==> config.mk <==
export PLATFORM = sky130hd
export DESIGN_NAME = conv_cfg_regs
export DESIGN_NICKNAME = d
export VERILOG_FILES = /design/src/rtl/conv_cfg_regs.sv
export SDC_FILE = /design/constraint.sdc
export NUM_CORES = 1
export LEC_CHECK = 0
export ABC_AREA = 1
export BUFFER_PORTS_ARGS = -buffer_cell sky130_fd_sc_hd__buf_4
export CORE_ASPECT_RATIO = 1.25
export CORE_MARGIN = 2
export CORE_UTILIZATION = 43
export DETAILED_ROUTE_END_ITERATION = 8
export PLACE_DENSITY = 0.86
export SYNTH_ARGS = -nofsm -noshare
export SYNTH_HDL_FRONTEND = slang
export SYNTH_SLANG_ARGS = --single-unit
export TNS_END_PERCENT = 20
==> constraint.sdc <==
create_clock -name clk_i -period 0.8 [get_ports clk_i]
set_clock_uncertainty 0.05 [all_clocks]
set_input_delay 0.04 -clock clk_i [delete_from_list [all_inputs] [get_ports clk_i]]
set_output_delay 0.04 -clock clk_i [all_outputs]
set_load 0.02 [all_outputs]
==> src/rtl/conv_cfg_regs.sv <==
// Convolution layer configuration register bank.
// Holds BCFG1, BCFG2 and CPRM1 (16 bits each), written from the host
// command path and decoded into the named fields the convolution engines use.
// Register index follows addr_i: 0 = BCFG1, 1 = BCFG2, 2 = CPRM1, 3 = unmapped.
module conv_cfg_regs #(
  parameter logic [15:0] Bcfg1Reset = 16'h0001,
  parameter logic [15:0] Bcfg2Reset = 16'h0000,
  parameter logic [15:0] Cprm1Reset = 16'h0040
) (
  input  logic        clk_i,
  input  logic        rst_i,
  input  logic        we_i,
  input  logic [1:0]  addr_i,
  input  logic [15:0] wdata_i,
  output logic [15:0] rdata_o,
  output logic [9:0]  engine_count_o,
  output logic [3:0]  shift_low_o,
  output logic [13:0] matrix_size_o,
  output logic [1:0]  shift_high_o,
  output logic [5:0]  shift_amount_o,
  output logic        accumulate_o,
  output logic        save_to_buffer_o,
  output logic        save_to_ram_o,
  output logic [2:0]  padding_o,
  output logic [3:0]  stride_o
);

  localparam int NumRegs = 3;

  // Per-register writable masks; reserved bits are held at 0 by the mask
  // on both the reset and the write path, so they always read back as 0.
  localparam logic [NumRegs-1:0][15:0] RegMask = {
    16'h03FF,  // CPRM1: bits 15:10 reserved
    16'hFFFF,  // BCFG2: fully writable
    16'h3FFF   // BCFG1: bits 15:14 reserved
  };

  localparam logic [NumRegs-1:0][15:0] RegReset = {
    Cprm1Reset,
    Bcfg2Reset,
    Bcfg1Reset
  };

  // Current contents of all mapped registers, index = address.
  logic [NumRegs-1:0][15:0] regs_q;

  for (genvar gi = 0; gi < NumRegs; gi++) begin : gen_reg
    logic        wr_sel;
    logic [15:0] reg_q;
    logic [15:0] reg_d;

    // Only one register matches a given address, so address 3 selects none.
    assign wr_sel = we_i && (addr_i == 2'(gi));

    // Next-state: masked write data when selected, otherwise hold.
    always_comb begin
      reg_d = reg_q;
      if (wr_sel) begin
        reg_d = wdata_i & RegMask[gi];
      end
    end

    // Register update; reset takes priority over a simultaneous write.
    always_ff @(posedge clk_i) begin
      if (!rst_i) begin
        reg_q <= RegReset[gi] & RegMask[gi];
      end else begin
        reg_q <= reg_d;
      end
    end

    assign regs_q[gi] = reg_q;
  end

  // Combinational readback of the addressed register; unmapped reads as 0.
  always_comb begin
    rdata_o = 16'h0000;
    case (addr_i)
      2'd0:    rdata_o = regs_q[0];
      2'd1:    rdata_o = regs_q[1];
      2'd2:    rdata_o = regs_q[2];
      default: rdata_o = 16'h0000;
    endcase
  end

  // Field decode: pure slices of the flops, no path from wdata_i.
  // Values are passed through unchecked; range checking is the consumer's job.
  assign engine_count_o   = regs_q[0][9:0];
  assign shift_low_o      = regs_q[0][13:10];
  assign matrix_size_o    = regs_q[1][13:0];
  assign shift_high_o     = regs_q[1][15:14];
  assign shift_amount_o   = {regs_q[1][15:14], regs_q[0][13:10]};
  assign accumulate_o     = regs_q[2][0];
  assign save_to_buffer_o = regs_q[2][1];
  assign save_to_ram_o    = regs_q[2][2];
  assign padding_o        = regs_q[2][5:3];
  assign stride_o         = regs_q[2][9:6];

endmodule

# ---- Yosys cells after proc, flatten, opt, wreduce, memory -nomap -nowiden
# Cells that the tools add are included.
dict set report op_classes {
  mux 1
  n_reduce_logical 4
  n_eq_ne 2
}
# op count
set ops {}
lappend ops {{$pmux W16 S3} 1}
lappend ops {{$logic_and A1 B1 Y1} 3}
lappend ops {{$eq A2 B1 Y1 const B} 1}
lappend ops {{$eq A2 B2 Y1 const B} 1}
lappend ops {{$logic_not A2 Y1} 1}
dict set report totals {
  input_bits 21
  ff_bits 40
  out_inout_bits 62
}

# ---- Logic depth before layout (Yosys ltp)
# Gate-level depths: netlist of the first run.
dict set report logic_depth {
  word_depth 2
  ltp_mapped 6
  mapped_depth_nobuf 5
}

# ---- Worst setup path after synthesis of the first run
# Ideal clock, no wire load.
dict set report synth_path {
  kind {reg-to-output}
  from {reg gen_reg[1].reg_q[10]}
  to {out rdata_o[10]}
  path_buffers 0
  required_time_ns 0.710
  path_stages_with_launch 3
  arrival_ns 0.994
  slack_ns -0.284
  cell_sequence {dfxtp_1 inv_1 o21ai_0}
}
dict set report synth_via {
  elab_chain_len 1
}
# item line_no
set synth_rtl {}
lappend synth_rtl {{start: declaration} 49} ;# logic [15:0] reg_q;
lappend synth_rtl {{start signal: assignment} 66} ;# reg_q <= RegReset[gi] & RegMask[gi];
lappend synth_rtl {{start signal: assignment} 68} ;# reg_q <= reg_d;
lappend synth_rtl {{$pmux W16 S3} 78} ;# case (addr_i)
lappend synth_rtl {{end: declaration} 15} ;# output logic [15:0] rdata_o,
# No other way between the ends.

# ---- Worst setup path in the final report of the first run
dict set report layout_path {
  from {reg gen_reg[1].reg_q[9]}
  to {out rdata_o[9]}
}
# The elaborated chain is that of the path after synthesis.

==> results.sh, run 1 <==
export IMPL_status="complete, but fails checks"
export IMPL_violations="setup timing"
export IMPL_synth_cell_types=15
export IMPL_tightest_slew_ps=198.9
export IMPL_path_cells="inv_2, o211ai_1, buf_4"
export IMPL_reg2regPathDepth=3
export IMPL_detail_route_antenna_nets=0
export IMPL_crit_fanout=2
export IMPL_clkTransAtPathRegs_ps=70
export IMPL_required_ps=710
export IMPL_reg_top3="gen.reg_q x40"
export IMPL_syn_cell_area_sq_um=1957
export IMPL_clock_latency_ps=270
export IMPL_synthFlopType="dfxtp_1"
export IMPL_place_congestion=0.8675
export IMPL_regMostFlops="gen.reg_q"
export IMPL_critical_path_class="reg -> out"
export IMPL_hold_path_depth=5
export IMPL_syn_inst=308
export IMPL_synth_edff_count=0
export IMPL_track_usage_pct=23.71
export IMPL_hpwl_um=3644
export IMPL_maxCapViolations=0
export IMPL_rsz0062_at_grt="yes"
export IMPL_grt_overflow_total=0
export IMPL_antenna_found_initial=0
export IMPL_synth_common_cells="92 x nand2_1, 66 x nor2_1, 40 x dfxtp_1, 40 x inv_1, 17 x nand3_1"
export IMPL_synth_most_common_cell="nand2_1"
export IMPL_syn_num_nets=329
export IMPL_drv_slew=0
export IMPL_wirelength_um=5771
export IMPL_path_delay_family="flip-flops"
export IMPL_end_kind="output port"
export IMPL_cp_slowest_cell="dfxtp_4"
export IMPL_leakage_uw=0.001658
export IMPL_die_y_um=79.43
export IMPL_synth_seq_area_share_pct=40.92
export IMPL_cts_buffers=5
export IMPL_r2r_start="gen_reg[0].reg_q[10]$_SDFFE_PN0P_"
export IMPL_layout_setup_ws_ps=-332.5
export IMPL_largest_reg_flops=40
export IMPL_yosysTopAreaCell="dfxtp_1"
export IMPL_r2r_end="gen_reg[0].reg_q[10]$_SDFFE_PN0P_"
export IMPL_finalSetupViolations=68
export IMPL_via_per_inst=4.761
export IMPL_start_util_pct=44.56
export IMPL_crit_buf_inv=2
export IMPL_grt_pass1_vias=2192
export IMPL_hold_violations=0
export IMPL_cts_sinks=40
export IMPL_fin_cells=465
export IMPL_r2r_slack_ps=30
export IMPL_synth_warning_count=0
export IMPL_cts_tree="built"
export IMPL_synthArstFlopShare_pct=0
export IMPL_slowest_delay_ps=360
export IMPL_powerDensity_nw_per_um2=1428
export IMPL_root_buffer="clkbuf_8"
export IMPL_wire_per_inst_um=12.41
export IMPL_die_area_sq_um=5110
export IMPL_start_kind="register"
export IMPL_drc_errors=0
export IMPL_synth_top_area_share_pct=40.92
export IMPL_post_place_ws_ps=-225.9
export IMPL_syn_avg_cell_area_sq_um=6.353
export IMPL_io_pins=83
export IMPL_area_delta_synth_final_pct=67.14
export IMPL_period_needed_ps=1132
export IMPL_fmax_mhz=883.0
export IMPL_fp_row_count=27
export IMPL_first_pass_iters=4
export IMPL_period_share_pct=141.6
export IMPL_io_buffer_count=82
export IMPL_layout_nets=428
export IMPL_ys_seq_elements=40
export IMPL_crit_arrival_ps=1040
export IMPL_worstHoldEndpoint="gen_reg[0].reg_q[9]$_SDFFE_PN0P_"
export IMPL_core_area_sq_um=4392
export IMPL_htreeDepth=2
export IMPL_grt_pass1_wl_um=9577
export IMPL_place_inst=437
export IMPL_synthTopCellsByArea="dfxtp_1 41%, nand2_1 18%, nor2_1 13%"
export IMPL_clk_path_buf_depth=2
export IMPL_drt_iter0_drc=72
export IMPL_slew_headroom_pct=86.68
export IMPL_hp_class="in -> reg"
export IMPL_worstHoldStart="wdata_i[9]"
export IMPL_vias=2214
export IMPL_vdd_drop_max_mv=1.134
export IMPL_num_antenna_cells=0
export IMPL_die_width_um=64.34
export IMPL_grt_max_degree=43
export IMPL_filler_cell_count=335
export IMPL_drive_gt1_share_pct=42.26
through the flow:
step / utilization [%] / area, sq um / TNS (ps) / power (uW) / hold slack [ps]
2_1_floorplan: - / 2019 / -1003 / 2793 / 123.6
3_3_place_gp: 62.68 / 2753 / -3651 / 3254 / 212.8
3_5_place_dp: 62.68 / 2753 / -5089 / 3280 / 219.2
4_1_cts: 73.13 / 3212 / -7119 / 4696 / 39.41
5_1_grt: 74.47 / 3271 / -9060 / 4894 / 81.32
6_report: 74.47 / 3271 / -6669 / 4671 / 46.04
cell type report:
type                            instances  area (sq um)  area share (%)
Tap cell                               58         72.57           2.219
Sequential cell                        40         880.8           26.93
Clock buffer                            6         72.57           2.219
Multi-Input combinational cell        206         895.9           27.39
Clock inverter                          1         5.005          0.1530
Timing Repair Buffer                  114          1194           36.50
Inverter                               40         150.1           4.591
cell usage in the layout (no fill, tap or decap):
master / instances
nand2_1: 90
nor2_1: 64
buf_6: 52
buf_4: 38
dfxtp_2: 28
inv_1: 24
nand3_1: 17
inv_2: 16
dlygate4sd3_1: 15
a21oi_1: 13
dfxtp_4: 12
o211ai_1: 10
buf_12: 8
clkbuf_8: 5
nor2_2: 4
o21ai_2: 4
nand2_2: 2
nand3_2: 2
clkinv_2: 1
clkbuf_1: 1
dlymetal6s4s_1: 1
power breakdown:
group / total, uW / switching [uW] / internal [uW]
logic: 1250 / 639 / 610
registers: 2200 / 101 / 2090
clock network: 1230 / 634 / 593
worst register-to-register path: stages, from the launching register on:
cell	delay, ps
dfxtp_4	350
buf_6	110
a21oi_1	100
nor2_1	50
worst max path at each step:
stage                                     start    endpoint  slack [ps]  cells after the start
2_1_floorplan  gen_reg[1].reg_q[0]$_SDFFE_PN0P_  rdata_o[0]         -70                      2
3_3_place_gp                          addr_i[0]  rdata_o[2]        -160                      6
3_5_place_dp                          addr_i[0]  rdata_o[4]        -230                      6
4_1_cts        gen_reg[1].reg_q[4]$_SDFFE_PN0P_  rdata_o[4]        -320                      3
5_1_grt        gen_reg[1].reg_q[9]$_SDFFE_PN0P_  rdata_o[9]        -400                      3
6_report       gen_reg[1].reg_q[9]$_SDFFE_PN0P_  rdata_o[9]        -330                      3
layer usage:
metal	up-vias	wire [um]	share of wire [%]	global-route usage (%)
met5	-	0	0	0
met4	0	72	1.2	8.298
met3	4	218	3.8	3.244
met2	72	3264	57	48.54
met1	1018	2216	38	23.71
li1	1120	-	-	-
cell families (layout without fill, tap and decap cells):
logic type / Yosys count / count (layout) / synth area share [%]
AND/OR/NAND/NOR: 179 / 179 / 36.32
AO/OA/AOI/OAI: 27 / 27 / 8.184
buffers and inverters: 62 / 161 / 14.58
flip-flops: 40 / 40 / 40.92
what timing repair did:
item / 4_1_cts / 5_1_grt
hold buffers: 16 / 0
gates resized for setup: 74 / 17
endpoints found under the hold margin: 27 / 0
buffers inserted: 3 / 2
setup endpoints to repair: 62 / 73
pin swaps: 3 / 3
(Power assumes the default switching activity.)
==> inputs of run 2 (changes only) <==
ABC_AREA = not set   (was 1)
CORE_UTILIZATION = 42   (was 43)
PLACE_DENSITY = 0.85   (was 0.86)
==> run 2 against run 1 <==
  * The flow finishes with violations (hold timing, setup timing)
  * Count of clock-buffer cells in the layout up 1
  * Sequential cell count did not move
  * Highest routed layer unchanged
  * Largest cell class unchanged
  * Synthesized cell count is 37% lower
  * Register-to-register slack worse by 80 ps
==> results.sh, run 2 <==
export IMPL_num_antenna_cells=0
export IMPL_via_per_inst=5.042
export IMPL_period_share_pct=143.3
export IMPL_syn_cell_area_sq_um=1867
export IMPL_fmax_mhz=872.4
export IMPL_syn_num_nets=214
export IMPL_track_usage_pct=25.43
export IMPL_grt_pass1_vias=2013
export IMPL_cts_sinks=40
export IMPL_io_pins=83
export IMPL_yosysTopAreaCell="dfxtp_1"
export IMPL_syn_avg_cell_area_sq_um=9.672
export IMPL_post_route_util_pct=82.70
export IMPL_slew_headroom_pct=83.67
export IMPL_detail_route_antenna_nets=0
export IMPL_drc_errors=0
export IMPL_vias=1936
export IMPL_place_congestion=0.7853
export IMPL_synth_most_common_cell="nand2_1"
export IMPL_internal_power_uw=3434
export IMPL_start_util_pct=43.17
export IMPL_wire_per_inst_um=17.67
export IMPL_maxCapViolations=0
export IMPL_cts_buffers=5
export IMPL_htreeDepth=2
export IMPL_rsz0062_at_grt="yes"
export IMPL_grt_max_degree=21
export IMPL_critical_path_class="reg -> out"
export IMPL_start_kind="register"
export IMPL_die_area_sq_um=4998
export IMPL_status="complete, but fails checks"
export IMPL_cts_tree="built"
export IMPL_die_y_um=78.54
export IMPL_synth_edff_count=0
export IMPL_violations="hold timing, setup timing"
export IMPL_synthTopCellsByArea="dfxtp_1 43%, mux2i_1 28%, nand2_1 11%"
export IMPL_filler_cell_count=224
export IMPL_total_power_uw=4718
export IMPL_vdd_drop_max_mv=1.630
export IMPL_hpwl_um=3843
export IMPL_drt_iter0_drc=64
export IMPL_period_needed_ps=1146
export IMPL_switching_share_pct=27.22
export IMPL_hold_ws_ps=-1.524
export IMPL_layout_nets=347
export IMPL_reg_top3="gen.reg_q x40"
export IMPL_synth_seq_area_share_pct=42.90
export IMPL_area_delta_synth_final_pct=91.56
export IMPL_clkTransAtPathRegs_ps=80
export IMPL_core_area_sq_um=4324
export IMPL_drive_gt1_share_pct=65.64
export IMPL_first_pass_iters=4
export IMPL_crit_fanout=2
export IMPL_io_buffer_count=82
export IMPL_power_frac_clock_pct=30.7
export IMPL_leakage_uw=0.001708
export IMPL_powerDensity_nw_per_um2=1319
export IMPL_setup_tns_ps=-11450
export IMPL_finalSetupViolations=72
export IMPL_required_ps=710
export IMPL_root_buffer="clkbuf_8"
export IMPL_synthFlopType="dfxtp_1"
export IMPL_crit_arrival_ps=1060
export IMPL_tightest_slew_ps=238.2
export IMPL_final_common_cell="buf_6"
export IMPL_p_switching_uw=1284
export IMPL_grt_overflow_total=0
export IMPL_synth_warning_count=0
export IMPL_synth_common_cells="54 x nand2_1, 52 x mux2i_1, 40 x dfxtp_1"
export IMPL_layout_setup_ws_ps=-346.2
export IMPL_fp_row_count=27
export IMPL_ys_seq_elements=40
export IMPL_regMostFlops="gen.reg_q"
export IMPL_die_width_um=63.63
export IMPL_grt_pass1_wl_um=9722
export IMPL_layout_common_cells="89 x buf_6, 46 x nand2_1, 46 x buf_4, 44 x mux2i_1, 33 x dfxtp_2"
export IMPL_synth_top_area_share_pct=42.90
export IMPL_power_frac_comb_pct=24.1
export IMPL_wirelength_um=6784
export IMPL_seq_power_share_pct=45.2
export IMPL_synthArstFlopShare_pct=0
export IMPL_largest_reg_flops=40
export IMPL_antenna_found_initial=0
export IMPL_syn_inst=193
export IMPL_hp_class="in -> reg"
export IMPL_clock_latency_ps=290
export IMPL_clk_path_buf_depth=2
export IMPL_end_kind="output port"
export IMPL_hold_violations=2
export IMPL_synth_cell_types=19
export IMPL_drv_slew=0
-- run 2: changes by cell type in the layout (fill, tap and decap cells not counted), sizes merged, moves of 9 or more --
cell     before  now
nand2        92   54
o211ai       10    1
o2bb2ai       0   10
inv          40    2
nor2         68    4
buf          98  138
mux2i         0   52
nand3        19    0
a21oi        13    0
-- run 2: cell families (layout without fill, tap and decap cells) --
kind of cell           count (synthesis)  in the layout  share of synthesized area [%]
AND/OR/NAND/NOR                       66             66                          15.62
multiplexers                          52             52                          27.88
flip-flops                            40             40                          42.90
buffers and inverters                 23            156                          8.043
AO/OA/AOI/OAI                         12             12                          5.563
-- run 2: area by class of cell --
class | instances | area, sq um | share of cell area, %
Sequential cell | 40 | 868.3 | 24.28
Multi-Input combinational cell | 130 | 1033 | 28.90
Clock buffer | 7 | 96.34 | 2.694
Inverter | 2 | 7.507 | 0.2099
Tap cell | 58 | 72.57 | 2.029
Timing Repair Buffer | 147 | 1498 | 41.88
-- run 2: through the flow --
stage	setup WS [ps]	hold slack (ps)	cell area [sq um]	cells
after CTS	-317.8	1.276	3373	374
after detailed placement	-184.9	252.7	2796	348
after global placement	-148.7	245.7	2796	348
after floorplan	-168.9	128.8	1959	193
final	-346.2	-1.524	3576	384
after global routing	-362.6	22.94	3576	384
-- run 2: repair_timing --
item                                    CTS  global route
endpoints found under the setup margin   62            69
setup buffers                            10            10
pin swaps                                 3             0
hold buffers                              9             0
resized for setup                       102            41
endpoints found under the hold margin    14             0
-- run 2: critical path, stage by stage, from the launching register on --
cell	delay, ps
dfxtp_2	330
mux2i_1	220
o2bb2ai_2	80
buf_6	130
-- run 2: worst paths after layout --
path / to / slack [ps] / cells after the start / from
max reg2reg: gen_reg[0].reg_q[1]$_SDFFE_PN0P_ / -50 / 4 / gen_reg[0].reg_q[1]$_SDFFE_PN0P_
max: rdata_o[0] / -350 / 3 / gen_reg[2].reg_q[0]$_SDFFE_PN0P_
min: gen_reg[2].reg_q[9]$_SDFFE_PN0P_ / -2 / 3 / wdata_i[9]
min reg2reg: gen_reg[1].reg_q[5]$_SDFFE_PN0P_ / 440 / 2 / gen_reg[1].reg_q[5]$_SDFFE_PN0P_
-- run 2: routing by layer --
| metal | part of all wire (%) | vias up | global-route usage (%) |
|---|---|---|---|
| met5 | 0 | - | 0 |
| met4 | 3.7 | 0 | 11.09 |
| met3 | 3.7 | 28 | 6.017 |
| met2 | 55 | 78 | 49.16 |
| met1 | 37 | 920 | 25.29 |
| li1 | - | 910 | - |
-- run 2: power by group through the flow --
stage	Combinational [uW]	Sequential (uW)	Clock (uW)
floorplan	383	2250	0
global placement	856	2160	0
detailed placement	871	2170	0
CTS	1040	2140	1440
global route	1190	2140	1540
finish	1130	2130	1450
